[src/rtl/pipe_ctrl.sv]
// ============================================================================
//  Module   : pipe_ctrl
//  Purpose  : Stall merge, redirect flush sequencing and stall watchdog for
//             the 5-stage pipeline.
//  Revision : 1.0
// ============================================================================
`default_nettype none

module pipe_ctrl #(
  parameter int                    ADDR_WIDTH   = 32,
  parameter int                    FLUSH_CYCLES = 1,
  parameter int                    MAX_STALL    = 64,
  parameter logic [ADDR_WIDTH-1:0] TIMEOUT_PC   = 32'hBFC00380
) (
  input  logic                  clk,
  input  logic                  rst_n,
  input  logic                  stallreq_id,
  input  logic                  stallreq_ex,
  input  logic                  stallreq_mem,
  input  logic                  flush_req,
  input  logic [ADDR_WIDTH-1:0] flush_pc,
  output logic [5:0]            stall,
  output logic                  flush,
  output logic [ADDR_WIDTH-1:0] new_pc,
  output logic                  new_pc_valid,
  output logic                  stall_timeout
);

  localparam int CNT_W  = $clog2(MAX_STALL + 1);
  localparam int FCNT_W = (FLUSH_CYCLES > 1) ? $clog2(FLUSH_CYCLES) : 1;

  localparam logic [CNT_W-1:0]  CNT_LAST   = CNT_W'(MAX_STALL - 1);
  localparam logic [CNT_W-1:0]  CNT_MAX    = CNT_W'(MAX_STALL);
  localparam logic [FCNT_W-1:0] FCNT_LOAD  = FCNT_W'(FLUSH_CYCLES - 1);

  typedef enum logic [1:0] {
    ST_RUN   = 2'd0,
    ST_STALL = 2'd1,
    ST_FLUSH = 2'd2
  } state_e;

  state_e                  state_q;
  logic [CNT_W-1:0]        cnt_q;
  logic [CNT_W-1:0]        cnt_d;
  logic [FCNT_W-1:0]       fcnt_q;
  logic                    flush_q;
  logic [ADDR_WIDTH-1:0]   new_pc_q;
  logic                    new_pc_valid_q;
  logic                    stall_timeout_q;

  logic                    stall_any;
  logic                    wd_fire;

  // Deepest requester wins: a hold in a later stage freezes everything upstream.
  always_comb begin
    stall = 6'b000000;
    if (rst_n && (state_q != ST_FLUSH)) begin
      if (stallreq_mem)      stall = 6'b011111;
      else if (stallreq_ex)  stall = 6'b001111;
      else if (stallreq_id)  stall = 6'b000111;
    end
  end

  assign stall_any = |stall;
  assign wd_fire   = stall_any && (cnt_q == CNT_LAST);
  assign cnt_d     = (cnt_q == CNT_MAX) ? cnt_q : cnt_q + 1'b1;

  always_ff @(posedge clk) begin
    if (!rst_n) begin
      state_q         <= ST_RUN;
      cnt_q           <= '0;
      fcnt_q          <= '0;
      flush_q         <= 1'b0;
      new_pc_q        <= '0;
      new_pc_valid_q  <= 1'b0;
      stall_timeout_q <= 1'b0;
    end else begin
      new_pc_valid_q  <= 1'b0;
      stall_timeout_q <= 1'b0;
      case (state_q)
        ST_RUN, ST_STALL: begin
          if (flush_req) begin
            state_q        <= ST_FLUSH;
            flush_q        <= 1'b1;
            fcnt_q         <= FCNT_LOAD;
            cnt_q          <= '0;
            new_pc_q       <= flush_pc;
            new_pc_valid_q <= 1'b1;
          end else if (wd_fire) begin
            state_q         <= ST_FLUSH;
            flush_q         <= 1'b1;
            fcnt_q          <= FCNT_LOAD;
            cnt_q           <= '0;
            new_pc_q        <= TIMEOUT_PC;
            new_pc_valid_q  <= 1'b1;
            stall_timeout_q <= 1'b1;
          end else begin
            state_q <= stall_any ? ST_STALL : ST_RUN;
            cnt_q   <= stall_any ? cnt_d : '0;
          end
        end
        ST_FLUSH: begin
          // Requests arriving here are dropped, including on the exit edge.
          cnt_q <= '0;
          if (fcnt_q == '0) begin
            state_q <= ST_RUN;
            flush_q <= 1'b0;
          end else begin
            fcnt_q <= fcnt_q - 1'b1;
          end
        end
        default: begin
          state_q <= ST_RUN;
          flush_q <= 1'b0;
          cnt_q   <= '0;
        end
      endcase
    end
  end

  assign flush         = flush_q;
  assign new_pc        = new_pc_q;
  assign new_pc_valid  = new_pc_valid_q;
  assign stall_timeout = stall_timeout_q;

endmodule

`default_nettype wire
[config.mk]
export PLATFORM = sky130hd
export DESIGN_NAME = pipe_ctrl
export DESIGN_NICKNAME = d
export VERILOG_FILES = /design/src/rtl/pipe_ctrl.sv
export SDC_FILE = /design/constraint.sdc
export NUM_CORES = 1
export LEC_CHECK = 0
export CORE_AREA = 2 2 76 78
export CTS_CLUSTER_DIAMETER = 50
export DETAILED_ROUTE_END_ITERATION = 7
export DIE_AREA = 0 0 78 80
export GPL_TIMING_DRIVEN = 1
export PLACE_DENSITY = 0.64
export SLEW_MARGIN = 20
export SYNTH_ARGS = -nofsm -noshare
export SYNTH_HDL_FRONTEND = slang
export SYNTH_SLANG_ARGS = --single-unit
[constraint.sdc]
create_clock -name clk -period 1.7 [get_ports clk]
set_input_delay 0.34 -clock clk [delete_from_list [all_inputs] [get_ports clk]]
set_output_delay 0.34 -clock clk [all_outputs]
set_load 0.03 [all_outputs]
; Yosys cells after proc, flatten, opt, wreduce, memory -nomap -nowiden
; Index checks and enable logic that the tools add are counted.
[totals]
ff_bits = 45
in_bits = 38
wordCells = 53
[op_classes]
n_addsub = 2
n_eq_ne = 7
mux = 21
n_bitwise = 3
n_reduce_logical = 13
[op_table]
columns = cell, count
row1 = 32-bit two-way mux, 2
row2 = 5-bit two-way mux, 2
row3 = 1-bit two-way mux, 9
row4 = 2-bit AND reduction, 4
row5 = 7-bit by 1-bit adder with 7-bit output (second input constant), 1
row6 = 7-bit by 6-bit == test with 1-bit output (second input constant), 1
row7 = 7-bit == test (second input constant), 1
row8 = 2-bit two-way mux, 3
row9 = 6-bit OR reduction, 1
row10 = 5-bit OR reduction, 1
row11 = 4-bit two-way mux, 1
row12 = 2-bit inequality test (second input constant), 2
row13 = 1-bit case mux with 2 select lines, 2
row14 = 2-bit case mux with 2 select lines, 1
row15 = 2-bit nonzero test, 2
row16 = 3-bit two-way mux, 1
row17 = 3-bit inequality test (second input constant), 1
row18 = 1-bit NOT, 3
row19 = 3-bit OR reduction, 1
row20 = 2-bit by 1-bit == test with 1-bit output (second input constant), 1
row21 = 2-bit == test (second input constant), 1
row22 = 1-bit logical AND, 2
row23 = 2-bit zero test, 1
row24 = 2-bit OR reduction, 1
row25 = 1-bit subtractor (second input constant), 1

; Longest topological paths before layout
; Gate-level depths: netlist (run 1).
[logic_depth]
ltp_word = 9
mapped_depth = 5
ltp_nobuf = 5

; Worst setup path before layout (run 1)
; Ideal clock, no wire load.
[synth_path]
path_kind = input-to-output
startpoint = input port rst_n
endpoint = output port stall[1]
t_arrival_ns = 1.539
required_ns = 1.360
setup_slack_ns = -0.179
path_stages = 4
cell_sequence = clkbuf_1 > o21ai_0 > nor2_1 > buf_4
[synth_via]
elab_chain_len = 2
[synth_rtl]
columns = item, line_no
row1 = start: declaration, 16  ; input logic rst_n,
row2 = 1-bit logical AND, 57  ; if (rst_n && (state_q != ST_FLUSH)) begin
row3 = 5-bit two-way mux, 57
row4 = end: declaration, 22  ; output logic [5:0] stall,
; No other way between the ends.

; Worst setup path in the final report (run 1)
[layout_path]
startpoint = input port stallreq_mem
endpoint = output port stall[2]
[layout_via]
elab_chain_len = 2
[layout_rtl]
columns = item, line_no
row1 = start: declaration, 19  ; input logic stallreq_mem,
row2 = 5-bit two-way mux, 58  ; if (stallreq_mem) stall = 6'b011111;
row3 = 5-bit two-way mux, 57
; No other way between the ends.

==> results of run 1 <==
[flip-flops by register name (all words and copies together), names as in the netlist]
signal         flops
cnt_q              7
flush              1
new_pc            32
new_pc_valid       1
stall_timeout      1
state_q            1
[kinds of logic after synthesis]
logic type,Yosys count,share of synthesized area
AO/OA/AOI/OAI,53,0.159
XOR/XNOR,3,0.0151
adder cells (fa/ha/maj),2,0.0143
buffers and inverters,26,0.0667
flip-flops,43,0.494
other,1,0.00215
AND/OR/NAND/NOR,85,0.249
[power by group through the flow]
| stage | Clock (mW) | Sequential [mW] | Combinational [mW] |
|---|---|---|---|
| finish | 0.628 | 1.10 | 0.496 |
| global route | 0.688 | 1.10 | 0.532 |
| CTS | 0.643 | 1.10 | 0.496 |
| detailed placement | 0 | 1.12 | 0.492 |
| global placement | 0 | 1.12 | 0.491 |
| floorplan | 0 | 1.23 | 0.143 |
[synthesized netlist by cell type (all sizes together), types with 3 or more instances]
library cell,number,area (sq um)
a21oi,13,65.1
buf,4,33.8
clkbuf,16,60.1
dfxtp,43,861
inv,6,22.5
nand2b,3,18.8
nand3,43,215
nor2,20,75.1
nor3,3,15.0
nor4,5,31.3
o21ai,36,180
[critical path, delay by kind of cell]
family / cells / cell delay [ns]
AND/OR/NAND/NOR: 2 / 0.36
buffers and inverters: 2 / 0.65
[worst max path at each step]
stage	startpoint	end	slack, ns	depth (start not counted)
final	stallreq_mem	stall[2]	0.003	4
after floorplan	rst_n	stall[1]	0.004	4
after CTS	new_pc[0]	new_pc[0]	0.02	1
after global placement	stallreq_mem	cnt_q[5]	-0.22	4
after global routing	stallreq_mem	stall[0]	-0.04	4
after detailed placement	stallreq_mem	cnt_q[5]	-0.28	4
[layout by cell type, fill, tap and decap left out, drive strengths merged]
cell type,count
clkbuf,5
dlymetal6s2s,5
a211oi,1
nand2,2
ha,2
xor2,2
or4,2
o21ai,36
nor3b,1
nor2b,1
a21boi,2
and2,1
or3,2
nand4,1
inv,6
or2,1
nand3,43
clkinv,3
dfxtp,43
a21oi,13
dlygate4sd2,1
nor2,20
nand2b,3
xnor2,1
clkdlybuf4s50,65
nor4,5
nor3,3
a2111oi,1
buf,16
conb,1
[final cells by class]
class | instances | area [sq um] | share of cell area
clock buffer | 5 | 68.8 | 0.0253
sequential | 43 | 861 | 0.316
inverter | 6 | 22.5 | 0.00827
multi-input combinational | 144 | 810 | 0.297
timing repair buffer | 87 | 856 | 0.314
clock inverter | 3 | 15.0 | 0.00551
tap | 72 | 90.1 | 0.0331
[metal layers]
layer  share of wire  GRT usage  wire length (um)  up-vias
met3           0.057     0.0351               262        7
met5               0          0                 0        -
met2            0.44      0.228              2060       52
met1            0.49      0.201              2250      770
met4           0.013     0.0561                59        0
li1                -          -                 -      887
[through the flow]
stage,hold WS [ns],util,power [mW],TNS [ns]
after floorplan,0.443,-,1.37,0
after global placement,0.455,0.478,1.61,-5.98
after detailed placement,0.463,0.478,1.61,-6.29
after CTS,0.477,0.496,2.24,0
after global routing,0.499,0.504,2.32,-0.157
final,0.470,0.504,2.22,0
[repair_timing]
item	CTS	global route
endpoints found under the setup margin	6	40
resized for setup	4	11
setup buffers	0	1
pin swaps	1	2
==> results.py, run 1 <==
metrics = {
    "run_status": {
        "status": "finished, final reports clean",
    },
    "power": {
        "swShare": 0.290,
        "p_leak_nw": 1.07,
        "switching_power_mw": 0.643,
        "p_int_mw": 1.58,
        "p_comb_frac": 0.224,
        "pwr-share-clk": 0.283,
        "powerDensity_nw_per_um2": 815,
        "ir_drop_mv": 0.441,
        "p_seq_frac": 0.494,
    },
    "clock_network": {
        "cts_tree": "yes",
        "path_clk_slew_ns": 0.08,
        "clockBufferDepth": 2,
        "cts_max_level": 2,
        "cts_sinks": 43,
        "cts_hold_buf": 0,
        "cts_root_buffer": "clkbuf_8",
        "cts_buffers": 5,
        "insertion_delay_ns": 0.29,
    },
    "worst_setup_path": {
        "cp_max_fo": 4,
        "worstSetupEndpointType": "primary output",
        "crit_chain": "clkdlybuf4s50_1 -> nor3_4 -> nor2_2 -> buf_4",
        "timing.rr.end": "flush",
        "startpoint_type": "primary input",
        "worst_path_max_delay_cell": "clkdlybuf4s50_1",
        "worstSetupPathType": "in -> out",
        "required_ns": 1.36,
        "slowest_delay_ns": 0.48,
        "r2r-start": "cnt_q[1]",
        "r2r_cells": 4,
        "reg2reg_slack_ns": 0.08,
        "critical_path_arrival_ns": 1.36,
    },
    "routing": {
        "via_per_inst": 4.77,
        "wl_per_cell_um": 12.8,
        "drc": 0,
        "num_vias": 1716,
        "drt_iter0_drc": 81,
        "drt-pass1-iter-count": 4,
        "drt_wl_total_mm": 4.63,
        "antenna_left": 0,
    },
    "global_routing": {
        "antenna_found_initial": 0,
        "grt_pass1_vias": 1556,
        "grt_max_degree": 44,
        "grt_pass1_wl_mm": 7.41,
        "track_usage": 0.148,
        "grt-ovfl-total": 0,
    },
    "final_layout": {
        "stdcell_area_sq_um": 2720,
        "area_growth_pct": 56.1,
        "n_antenna_cell": 0,
        "n_fill_cell": 565,
        "drive_gt1_frac": 0.122,
        "final_cells": 360,
        "nets": 327,
    },
    "placed_design": {
        "portBuffers": 77,
        "dpl_cell_area_sq_um": 2580,
        "gp_congestion": 0.724,
        "place_worst_setup_slack_ns": -0.277,
        "placedCellCount": 351,
        "dp_hpwl_mm": 3.20,
    },
    "hold_path": {
        "worstHoldEndpoint": "new_pc[14]",
        "min_path_type": "reg -> reg",
        "whs_path_depth": 2,
        "min-delay-start": "new_pc[14]",
    },
    "synth": {
        "syn_area_per_cell_sq_um": 8.19,
        "synth_enable_flop_cells": 0,
        "ys.flop_type": "dfxtp_1",
        "syn_inst": 213,
        "syn-num-nets": 253,
        "yosysWarnings": 0,
        "ys_ff_latch": 43,
        "synth_area_sq_um": 1740,
        "ys_seq_area_frac": 0.494,
        "synthArstFlopShare": 0,
        "ys_types": 28,
    },
    "sta": {
        "finalCritPeriodShare": 0.998,
        "timing.fmax_ghz": 0.589,
        "worst_slack_ns": 0.00285,
        "finClkSkew_ns": 0.00941,
        "finalMaxSlewViolations": 0,
        "rsz0062_at_grt": "true",
        "setup_violations": 0,
        "hold_viol_final": 0,
        "layout_min_cycle_time_ns": 1.70,
    },
    "floorplanning": {
        "dieWidth_um": 78,
        "ios": 79,
        "die_h_um": 80,
        "rows": 27,
        "die_area_sq_um": 6240,
        "core_sq_um": 5410,
        "start_util": 0.323,
    },
    "run": {
        "cap_violations": 0,
    },
}
(Power assumes the default switching activity.)
==> run 2: changes to the inputs <==
--- a/config.mk
+++ b/config.mk
@@ -5,12 +5,12 @@
 export SDC_FILE = /design/constraint.sdc
 export NUM_CORES = 1
 export LEC_CHECK = 0
-export CORE_AREA = 2 2 76 78
+export CORE_AREA = 2 2 69 71
 export CTS_CLUSTER_DIAMETER = 50
 export DETAILED_ROUTE_END_ITERATION = 7
-export DIE_AREA = 0 0 78 80
+export DIE_AREA = 0 0 71 73
 export GPL_TIMING_DRIVEN = 1
-export PLACE_DENSITY = 0.64
+export PLACE_DENSITY = 0.76
 export SLEW_MARGIN = 20
 export SYNTH_ARGS = -nofsm -noshare
 export SYNTH_HDL_FRONTEND = slang
==> results.py, run 2 (synthesized netlist as in run 1, its figures left out) <==
metrics = {
    "run_status": {
        "status": "finished, final reports clean",
    },
    "clock_network": {
        "clockBufferDepth": 2,
        "insertion_delay_ns": 0.29,
        "cts_root_buffer": "clkbuf_8",
        "path_clk_slew_ns": 0.08,
        "cts_tree": "yes",
        "cts_hold_buf": 0,
        "cts_sinks": 43,
        "postCtsSetupRepairBufs": 0,
        "cts_max_level": 2,
        "cts_buffers": 5,
    },
    "sta": {
        "hold_viol_final": 0,
        "finalMaxSlewViolations": 0,
        "setup_violations": 0,
        "timing.fmax_ghz": 0.603,
        "rsz0062_at_grt": "true",
        "layout_min_cycle_time_ns": 1.66,
        "finalCritPeriodShare": 0.976,
        "fin_hold_ws_ns": 0.473,
        "finClkSkew_ns": 0.00612,
        "worst_slack_ns": 0.0410,
    },
    "final_layout": {
        "area_growth_pct": 56.5,
        "finalCoreUtilization": 0.602,
        "n_fill_cell": 392,
        "n_antenna_cell": 0,
        "multi_input_area_sq_um": 792,
        "final_cell_mix": "66 x clkdlybuf4s50_1, 43 x nand3_1, 43 x dfxtp_1",
        "final_common_cell": "clkdlybuf4s50_1",
        "nets": 326,
        "largest_register_ffs": 32,
        "register_area_sq_um": 861,
        "drive_gt1_frac": 0.108,
    },
    "routing": {
        "via_per_inst": 5.19,
        "wl_per_cell_um": 13.0,
        "antenna_left": 0,
        "drt_wl_total_mm": 4.43,
        "drc": 0,
        "drt_iter0_drc": 138,
        "num_vias": 1771,
        "drt-pass1-iter-count": 5,
    },
    "floorplanning": {
        "die_h_um": 73,
        "core_sq_um": 4540,
        "rows": 25,
        "die_area_sq_um": 5180,
        "dieWidth_um": 71,
        "ios": 79,
        "start_util": 0.385,
    },
    "worst_setup_path": {
        "crit_end": "stall[0]",
        "r2r-start": "cnt_q[1]",
        "slowest_delay_ns": 0.46,
        "cp_max_fo": 4,
        "required_ns": 1.36,
        "critical_path_arrival_ns": 1.32,
        "cp-startpoint": "stallreq_ex",
        "timing.rr.end": "new_pc_valid",
        "reg2reg_slack_ns": 0.10,
        "r2r_cells": 4,
        "worstSetupPathType": "in -> out",
        "crit_chain": "clkdlybuf4s50_1 -> nor3_4 -> nor2_2 -> buf_4",
        "worstSetupEndpointType": "primary output",
        "startpoint_type": "primary input",
        "worst_path_max_delay_cell": "clkdlybuf4s50_1",
    },
    "power": {
        "ir_drop_mv": 0.531,
        "pwr-share-clk": 0.367,
        "swShare": 0.250,
        "p_comb_frac": 0.196,
        "p_seq_frac": 0.437,
        "powerDensity_nw_per_um2": 919,
        "p_leak_nw": 1.06,
        "switching_power_mw": 0.628,
        "p_int_mw": 1.88,
    },
    "global_routing": {
        "track_usage": 0.165,
        "grt_max_degree": 55,
        "antenna_found_initial": 0,
        "grt_pass1_vias": 1640,
        "grt-ovfl-total": 0,
        "grt_pass1_wl_mm": 6.99,
    },
    "placed_design": {
        "place_worst_setup_slack_ns": -0.194,
        "portBuffers": 77,
        "dp_hpwl_mm": 3.01,
        "gp_congestion": 0.827,
    },
    "hold_path": {
        "min_path_type": "reg -> reg",
    },
    "run": {
        "cap_violations": 0,
    },
}
[run 2: power by group through the flow]
stage | combinational (mW) | sequential (mW) | clock [mW]
global route | 0.525 | 1.10 | 0.977
detailed placement | 0.491 | 1.12 | 0
finish | 0.492 | 1.10 | 0.921
CTS | 0.495 | 1.10 | 0.931
global placement | 0.487 | 1.12 | 0
floorplan | 0.143 | 1.23 | 0
[run 2: area by class of cell]
class | instances | share of cell area
multi-input cells | 144 | 0.290
flip-flops and latches | 43 | 0.315
repair buffers | 86 | 0.313
well taps | 54 | 0.0247
clock buffers | 6 | 0.0266
inverters | 6 | 0.00825
clock inverters | 2 | 0.0220
[run 2: worst max-delay path: cells and delay by family]
| family | cells | cell delay [ns] |
|---|---|---|
| simple gates | 2 | 0.35 |
| buf+inv | 2 | 0.64 |
[run 2: worst min path at each step]
stage | startpoint | endpoint | cells after the start
after floorplan | cnt_q[6] | cnt_q[6] | 2
after global placement | new_pc[20] | new_pc[20] | 2
after detailed placement | new_pc[12] | new_pc[12] | 2
after CTS | new_pc[1] | new_pc[1] | 2
after global routing | new_pc[5] | new_pc[5] | 2
final | new_pc[12] | new_pc[12] | 2
[run 2: repair_timing]
action | 4_1_cts | 5_1_grt
gates resized for setup | 4 | 5
pin swaps | 1 | 2
setup endpoints to repair | 6 | 35
[run 2: routing by layer]
layer  up-vias  global-route usage  part of all wire
met5         -                   0                 0
met4         0              0.0461             0.012
met3         7              0.0497             0.060
met2        53               0.298              0.49
met1       831               0.191              0.44
li1        880                   -                 -
[run 2: metrics by stage]
| stage | cell area (sq um) | TNS [ns] | std cells | total power [mW] |
|---|---|---|---|---|
| after global routing | 2730 | -0.0118 | 341 | 2.61 |
| final | 2730 | 0 | 341 | 2.51 |
| after global placement | 2570 | -5.43 | 333 | 1.61 |
| after floorplan | 1750 | 0 | 213 | 1.37 |
| after CTS | 2720 | 0 | 341 | 2.52 |
| after detailed placement | 2570 | -6.31 | 333 | 1.61 |
